**src/rtl/rt_mem_pkg.sv**
```systemverilog
// Shared types for the ray-tracer memory path: node address/word widths and requester ids.
// Pure declarations. No latency and no flow control.
package rt_mem_pkg;
    localparam int ADDR_W = 32;
    localparam int DATA_W = 32;

    typedef logic [ADDR_W-1:0] node_addr_t;
    typedef logic [DATA_W-1:0] node_t;
    typedef logic [2:0]        req_id_t;

    function automatic req_id_t next_id(input req_id_t id, input int n);
        return (int'(id) + 1 >= n) ? req_id_t'(0) : req_id_t'(int'(id) + 1);
    endfunction
endpackage

```
**src/rtl/octant_rom_arbiter_rr.sv**
```systemverilog
// Combinational round-robin picker. The search starts at ptr and wraps N-1 -> 0.
// Zero latency. It has no state, and the caller holds the pointer.
module rr_arbiter
    import rt_mem_pkg::*;
#(
    parameter int N = 4
) (
    input  logic [N-1:0] eligible,
    input  req_id_t      ptr,
    output logic [N-1:0] grant,
    output req_id_t      grant_id,
    output logic         any_grant
);
    int sel;

    // Walk offsets from farthest to nearest so the closest eligible slot to ptr wins.
    always_comb begin
        sel       = 0;
        any_grant = 1'b0;
        for (int k = N - 1; k >= 0; k--) begin
            for (int i = 0; i < N; i++) begin
                if ((i == int'(ptr) + k || i == int'(ptr) + k - N) && eligible[i]) begin
                    sel       = i;
                    any_grant = 1'b1;
                end
            end
        end
    end

    always_comb begin
        grant = '0;
        for (int i = 0; i < N; i++) begin
            grant[i] = any_grant && (i == sel);
        end
        grant_id = req_id_t'(sel);
    end
endmodule

```
**src/rtl/octant_rom_arbiter.sv**
```systemverilog
// Shares one single-port octant ROM among NUM_REQ requesters. A grant in cycle t gives rsp_valid in t+1+ROM_LAT.
// Backpressure: req_ready is the one-hot grant, and each requester has at most one read in flight.
module octant_rom_arbiter #(
    parameter int NUM_REQ = 4,
    parameter int ADDR_W  = 32,
    parameter int DATA_W  = 32,
    parameter int ROM_LAT = 1
) (
    input  logic                      clk,
    input  logic                      reset,
    input  logic [NUM_REQ-1:0]        req_valid,
    input  logic [NUM_REQ*ADDR_W-1:0] req_addr,
    output logic [NUM_REQ-1:0]        req_ready,
    output logic [NUM_REQ-1:0]        rsp_valid,
    output logic [DATA_W-1:0]         rsp_data,
    output logic [ADDR_W-1:0]         rom_addr,
    output logic                      rom_ren,
    input  logic [DATA_W-1:0]         rom_dout,
    output logic                      busy,
    output logic [31:0]               conflict_cnt
);
    import rt_mem_pkg::*;

    logic [NUM_REQ-1:0] pending_q, pending_d;
    logic [NUM_REQ-1:0] eligible, grant, rsp_hit;
    req_id_t            rr_ptr_q, rr_ptr_d, grant_id;
    logic               any_grant;
    logic [ADDR_W-1:0]  grant_addr;
    logic [ADDR_W-1:0]  rom_addr_q;
    logic               rom_ren_q;
    logic [31:0]        conflict_q;
    logic [ROM_LAT:0]   tag_vld_q;
    req_id_t            tag_id_q [ROM_LAT+1];

    always_comb begin
        rsp_hit = '0;
        for (int i = 0; i < NUM_REQ; i++) begin
            rsp_hit[i] = tag_vld_q[ROM_LAT] && (int'(tag_id_q[ROM_LAT]) == i);
        end
    end

    // A response exiting this cycle frees its requester for an immediate re-grant.
    assign eligible = reset ? '0 : (req_valid & (~pending_q | rsp_hit));

    rr_arbiter #(.N(NUM_REQ)) u_rr (
        .eligible  (eligible),
        .ptr       (rr_ptr_q),
        .grant     (grant),
        .grant_id  (grant_id),
        .any_grant (any_grant)
    );

    always_comb begin
        grant_addr = '0;
        for (int i = 0; i < NUM_REQ; i++) begin
            if (grant[i]) grant_addr = req_addr[i*ADDR_W +: ADDR_W];
        end
    end

    assign pending_d = (pending_q & ~rsp_hit) | grant;
    assign rr_ptr_d  = any_grant ? next_id(grant_id, NUM_REQ) : rr_ptr_q;

    always_ff @(posedge clk or posedge reset) begin
        if (reset) begin
            pending_q  <= '0;
            rr_ptr_q   <= '0;
            rom_addr_q <= '0;
            rom_ren_q  <= 1'b0;
            conflict_q <= '0;
            tag_vld_q  <= '0;
            for (int k = 0; k <= ROM_LAT; k++) tag_id_q[k] <= '0;
        end else begin
            pending_q <= pending_d;
            rr_ptr_q  <= rr_ptr_d;
            rom_ren_q <= any_grant;
            if (any_grant) rom_addr_q <= grant_addr;
            tag_vld_q   <= {tag_vld_q[ROM_LAT-1:0], any_grant};
            tag_id_q[0] <= grant_id;
            for (int k = 1; k <= ROM_LAT; k++) tag_id_q[k] <= tag_id_q[k-1];
            if ($countones(eligible) >= 2 && conflict_q != 32'hFFFF_FFFF)
                conflict_q <= conflict_q + 32'd1;
        end
    end

    assign req_ready    = grant;
    assign rsp_valid    = rsp_hit;
    assign rsp_data     = rom_dout;
    assign rom_addr     = rom_addr_q;
    assign rom_ren      = rom_ren_q;
    assign busy         = |pending_q;
    assign conflict_cnt = conflict_q;
endmodule

```
**config.mk**
```make
export PLATFORM = sky130hd
export DESIGN_NAME = octant_rom_arbiter
export DESIGN_NICKNAME = d
export VERILOG_FILES = /design/src/rtl/rt_mem_pkg.sv /design/src/rtl/octant_rom_arbiter_rr.sv /design/src/rtl/octant_rom_arbiter.sv
export SDC_FILE = /design/constraint.sdc
export NUM_CORES = 1
export LEC_CHECK = 0
export CAP_MARGIN = 10
export CORE_UTILIZATION = 40
export DETAILED_ROUTE_END_ITERATION = 16
export PLACE_DENSITY = 0.82
export SYNTH_ARGS = -nofsm -noshare
export SYNTH_HDL_FRONTEND = slang
export SYNTH_SLANG_ARGS = --single-unit
```
**constraint.sdc**
```tcl
create_clock -name clk -period 5.15 [get_ports clk]
set_input_delay 0.515 -clock clk [delete_from_list [all_inputs] [get_ports clk]]
set_output_delay 0.515 -clock clk [all_outputs]
set_load 0.03 [all_outputs]
```
=== Word level (Yosys, flattened, before mapping) ===
Index checks and enable logic that the tools add are counted.

* Bits in read-only memories: 0
* Memories kept: 0
* Output and inout port bits: 106
* Latch bits: 0
* Bits in registers: 80
* Word-level logic and storage cells: 148
* Memory bits (writable): 0

* $mul: 0
* Eq/ne operators: 31
* Add/subtract/negate cells: 12
* Div/mod/pow operators: 0
* Shift operators: 0
* Reduce and logical (&&, ||, !) cells: 52
* Magnitude comparators: 2
* Bitwise gates (word level): 6
* Mux-type cells: 37

{| class="wikitable"
|+ Operators by type and width
! operator !! number
|-
| $eq 3x32->1 const A || 14
|-
| $logic_not 32->1 || 9
|-
| $eq 2x32->1 const A || 7
|-
| $mux 32 || 4
|-
| $sub 32x4->32 const B || 3
|-
| $add 32x1->32 const B || 1
|-
| $ge 32x4->1 const B || 1
|-
| $ne 32x32->1 const B || 1
|-
| $mux 2 || 14
|-
| $logic_and 1x1->1 || 25
|-
| $mux 1 || 17
|-
| $logic_or 1x1->1 || 16
|-
| $add 3x1->4 const B || 2
|-
| $add 3x2->4 const B || 2
|-
| $and 4x4->4 || 2
|-
| $not 4->4 || 2
|-
| $or 4x4->4 || 2
|-
| $eq 3x3->1 const A || 2
|-
| $eq 3x3->1 const B || 2
|-
| $add 1x1->2 || 2
|-
| $eq 2x2->1 const A || 2
|-
| $mux 4 || 1
|-
| $reduce_or 4->1 || 1
|-
| $sub 3x3->4 const B || 1
|-
| 7 further kinds || 7
|}

=== Longest topological paths before layout ===
* Depth in word-level cells: 27
* Depth in mapped cells: 17
* Gate-level depth less buffers: 15

=== Hierarchy ===
Synthesis repeated with hierarchy kept, for this count alone.

* Cells, all modules: 533
* Area total of the unflattened synthesis: 4,857.2 um^2

{| class="wikitable"
|+ Modules (own cells, without submodules)
! module !! area an instance (um^2) !! times used !! seq. area each (um^2) !! cells each
|-
| octant_rom_arbiter || 4,443.0 || 1 || 1,976.9 || 477
|-
| rr_arbiter || 414.1 || 1 || 0.0 || 56
|}

=== Worst setup path before layout ===
No wires, ideal clock.

* Path type: input -> output
* Start point: input port reset
* End point: output port req_ready[2]
* Stages on the path: 9
* Data arrival time: 4,224 ps
* Buffers on the path: 2
* Setup slack: 411 ps
* Cell sequence: inv_1 o21ai_0 o21ai_0 o22ai_1 nor3_1 ha_1 clkbuf_1 clkbuf_1 and2_1

* Word-level cells in the longest chain between the ends: 19
* Elaborated cells on any way between the ends: 50

{| class="wikitable"
|+ RTL lines
! item !! RTL line !! source
|-
| from (decl) || octant_rom_arbiter.sv:10 || <nowiki>input logic reset,</nowiki>
|-
| $mux 4 * || octant_rom_arbiter.sv:43 || <nowiki>assign eligible = reset ? '0 : (req_valid & (~pending_q | rsp_hit));</nowiki>
|-
| $logic_and 1x1->1 || octant_rom_arbiter_rr.sv:22 || <nowiki>if ((i == int'(ptr) + k || i == int'(ptr) + k - N) && eligible[i]) begin</nowiki>
|-
| $mux 1 || octant_rom_arbiter_rr.sv:22 ||
|-
| $mux 2 or $mux 1 (tied branches) (14 in series) || octant_rom_arbiter_rr.sv:22 ||
|-
| $eq 2x2->1 or $mux 1 (tied branches) || octant_rom_arbiter_rr.sv:33, octant_rom_arbiter_rr.sv:22 ||
|-
| $logic_and 1x1->1 * || octant_rom_arbiter_rr.sv:33 || <nowiki>grant[i] = any_grant && (i == sel);</nowiki>
|-
| to (decl) || octant_rom_arbiter.sv:13 || <nowiki>output logic [NUM_REQ-1:0] req_ready,</nowiki>
|}

Every way passes the cells marked *; elsewhere a longest branch is shown, timed or not.

=== Worst setup path in the final report ===
* Start point: register rr_ptr_q[1]
* End point: output port req_ready[2]

* Word-level cells in the longest chain between the ends: 22
* Elaborated cells on any way between the ends: 104

{| class="wikitable"
|+ RTL lines
! item !! RTL line !! source
|-
| from (decl) || octant_rom_arbiter.sv:26 || <nowiki>req_id_t rr_ptr_q, rr_ptr_d, grant_id;</nowiki>
|-
| from (signal assigned) || octant_rom_arbiter.sv:74 || <nowiki>rr_ptr_q <= rr_ptr_d;</nowiki>
|-
| $add 3x2->4 || octant_rom_arbiter_rr.sv:22 ||
|-
| $sub 32x4->32 || octant_rom_arbiter_rr.sv:22 ||
|-
| $eq 2x32->1 or $logic_not 32->1 (tied branches) || octant_rom_arbiter_rr.sv:22 ||
|-
| $logic_or 1x1->1 || octant_rom_arbiter_rr.sv:22 ||
|-
| $logic_and 1x1->1 || octant_rom_arbiter_rr.sv:22 ||
|-
| $mux 1 || octant_rom_arbiter_rr.sv:22 ||
|-
| $mux 2 or $mux 1 (tied branches) (14 in series) || octant_rom_arbiter_rr.sv:22 ||
|-
| $eq 2x2->1 or $mux 1 (tied branches) || octant_rom_arbiter_rr.sv:33, octant_rom_arbiter_rr.sv:22 ||
|-
| $logic_and 1x1->1 * || octant_rom_arbiter_rr.sv:33 ||
|}

Marks and branches as above.

==> metrics.txt <==
flop-to-flop setup slack 930 ps; number of enable flip-flop cells after synthesis 0; Max Clock Freq 215 MHz; fin area 0.00726 mm2; post-CTS resize count 0; Synthesized Nets 799; Critical Setup Path Class flip-flop to output pin; CP max stage cell clkdlybuf4s50_1; drt via density 5.27; Tightest Hold Check Type flip-flop to flip-flop; Max transition margin 34.3%; H-tree depth 3; Slew Viols, Final 0; Initial Utilization 41.5%; DP Wirelength 11500 um; Seq pwr share 21.6%; worst r2r dst rom_addr[6]; CTS Hold Bufs 0; total number of vias 5019; final worst path period share 90.4%; Num CTS Buffers 9; # Max-Cap Violations 0; combinational share of power 65.2%; antenna violations before repair 0; TNS Setup 0 ps; Async SR Flop Fraction 100%; final setup margin 495 ps; sequential-to-total area share from yosys stat 38.3%; main flop type after synthesis dfrtp_1; Finish-stage setup viols 0; FILL cells 1066; Port Buf Inserts 207; Die X 114 um; number of global-route vias before repair 4718; Hold Path Depth 0; Num Clock Sinks 77; CP max FO 14; Detailed Route Iter0 Violations 260; drt drc 0; status finished, final reports clean; clock power share 13.1%; slew at the pin closest to its max-slew limit 986 ps; Clk Latency, worst-skew pair 330 ps; CP Data Required Time 4640 ps; multi-input logic area 0.00262 mm2; largest net degree at the start of global routing 78; GR Overflow Total 0; Hold WS 362 ps; routed len/inst 15.6 um; Setup WS pre-CTS 883 ps; Root Buffer clkbuf_16; clk_skew 7.07 ps; register bit total from synthesis 77; leakage 0.00296 uW; area delta synth->final 44.4%; top post-synthesis cells by area dfrtp_1, a21oi_1, nor2_1; die area 0.0130 mm2; end point of the critical path req_ready[2]; Switching Share 48.1%; worst reg-to-reg path cell count 16; num rows 40; Routed Antenna Nets 0; Routed WL 14900 um; reg-to-reg startpoint rr_ptr_q[1]; synth warn 0; Yosys top cell area share 38.3%; slowest stage delay, CP 730 ps; Peak VDD IR 315 uV; layout cells sized above 1 4.59%; Synth cell types 53; DR pass1 iterations 5; Critical path origin rr_ptr_q[1]; I/O pins 272; Mapped Avg Cell Area 8.08 um2; gr usage total 23.0%; Synth Instances 622; final weighted congestion in routability-driven placement 0.908; top cell type by total area after synthesis dfrtp_1; Netlist Area Pre-Place 0.00502 mm2; clock slew at reported path FFs 60 ps; CTS tree done; RSZ-0062 raised after global routing no; Final min period 4650 ps; Net Switching 2260 uW; Setup Buffers After CTS 0; CP Capture Type output pin; Core Region 0.0121 mm2; Hold Violations, Final 0; final net count 956; die height 114 um; global-route wire length before repair 23800 um; crit path launch type flip-flop; Sequential Area 0.00193 mm2; antenna cells 0; arrival time worst endpoint 4140 ps; Pint 2430 uW; clk buf depth 2; Pwr per Cell Area 646 mW/mm2; placed inst area 0.00696 mm2; CP Cell Sequence clkinv_1, ha_1, o21bai_1, a2111oi_0, a311oi_2, a211oi_1, o22ai_1, nor3_1, ha_2, and2_1, clkdlybuf4s50_1
state kept, by name, indices dropped and copies added, names as in the netlist:
register	flops
rr_ptr_q	3
conflict_cnt	32
tag_vld_q	2
rom_addr	32
tag_id_q	4
pending_q	4
worst max-delay path: cells and delay by family (launching register included):
family	cells	cell delay [ps]
AO/OA/AOI/OAI	5	1270
adder cells (fa/ha/maj)	2	570
flip-flops	1	630
AND/OR/NAND/NOR	2	440
buffers and inverters	2	900
layer usage:
metal	GRT usage (%)	up-vias	routed length, um
li1	-	2452	-
met1	28.1	2349	6060
met2	38.2	189	7260
met3	7.57	29	1220
met4	7.36	0	323
met5	0	-	0
how the worst min path moves through the flow:
| stage | to | slack (ps) | from |
|---|---|---|---|
| final | tag_id_q[0] | 360 | tag_id_q[3] |
| after global routing | tag_id_q[1] | 370 | tag_id_q[4] |
| after CTS | tag_id_q[0] | 360 | tag_id_q[3] |
| after detailed placement | tag_id_q[0] | 350 | tag_id_q[3] |
| after global placement | tag_id_q[1] | 340 | tag_id_q[4] |
| after floorplan | tag_id_q[0] | 330 | tag_id_q[3] |
stage by stage:
step,utilization [%],power [uW],instances
2_1_floorplan,-,3230,622
3_3_place_gp,57.5,4010,936
3_5_place_dp,57.5,4070,936
4_1_cts,59.9,4710,952
5_1_grt,59.9,5080,952
6_report,59.9,4690,952
Yosys cell counts (2+ instances only):
master and n:
xor2_1 18, and3_1 3, nand3_1 12, dfrtp_1 77, inv_1 19, buf_4 36
nor2_1 82, nand2_1 48, ha_1 10, nor4_1 3, nand2b_1 6, buf_1 4
a2111oi_0 3, nand3b_1 35, o22ai_1 2, xnor2_1 13, clkbuf_1 22, and2_1 5
a21oi_1 135, nor3_1 19, nand2b_2 2, and4_1 6, a21o_1 4, nand4_1 9
buf_2 6, o31ai_1 2, a211oi_1 6, o21ai_0 6, or3_1 5
cells in the final DEF, fill, tap and decap left out, types with 5 or more instances in the layout:
master / instances
clkdlybuf4s50_1: 207
a21oi_1: 135
nor2_1: 82
dfrtp_1: 77
nand2_1: 48
nand3b_1: 35
nor3_1: 19
inv_1: 18
xor2_1: 18
xnor2_1: 13
nand3_1: 12
nand4_1: 9
clkbuf_16: 9
buf_4: 8
ha_1: 7
and4_1: 6
nand2b_1: 6
a211oi_1: 6
o21ai_0: 6
or3_1: 5
and2_1: 5
power groups by stage:
| stage | Clock [uW] | Sequential, uW | Combinational, uW |
|---|---|---|---|
| 2_1_floorplan | 0 | 1300 | 1930 |
| 3_3_place_gp | 0 | 1010 | 3000 |
| 3_5_place_dp | 0 | 1020 | 3050 |
| 4_1_cts | 632 | 1010 | 3060 |
| 5_1_grt | 658 | 1050 | 3370 |
| 6_report | 615 | 1010 | 3060 |
cells by family (layout without fill, tap and decap cells):
family	Yosys count	after routing	share of synthesized area [%]
xor+xnor	31	31	5.40
compound gates	175	175	19.7
simple gates	239	239	24.0
fa+ha+maj	11	11	2.89
flops	77	77	38.3
buf+inv	89	251	9.69
layout make-up:
cell class,count,share of cell area [%]
inverter,20,1.05
clock inverter,6,0.879
sequential,77,26.6
multi-input combinational,456,36.1
clock buffer,10,3.16
timing repair buffer,215,29.4
tap,168,2.90
(Power assumes the default switching activity.)
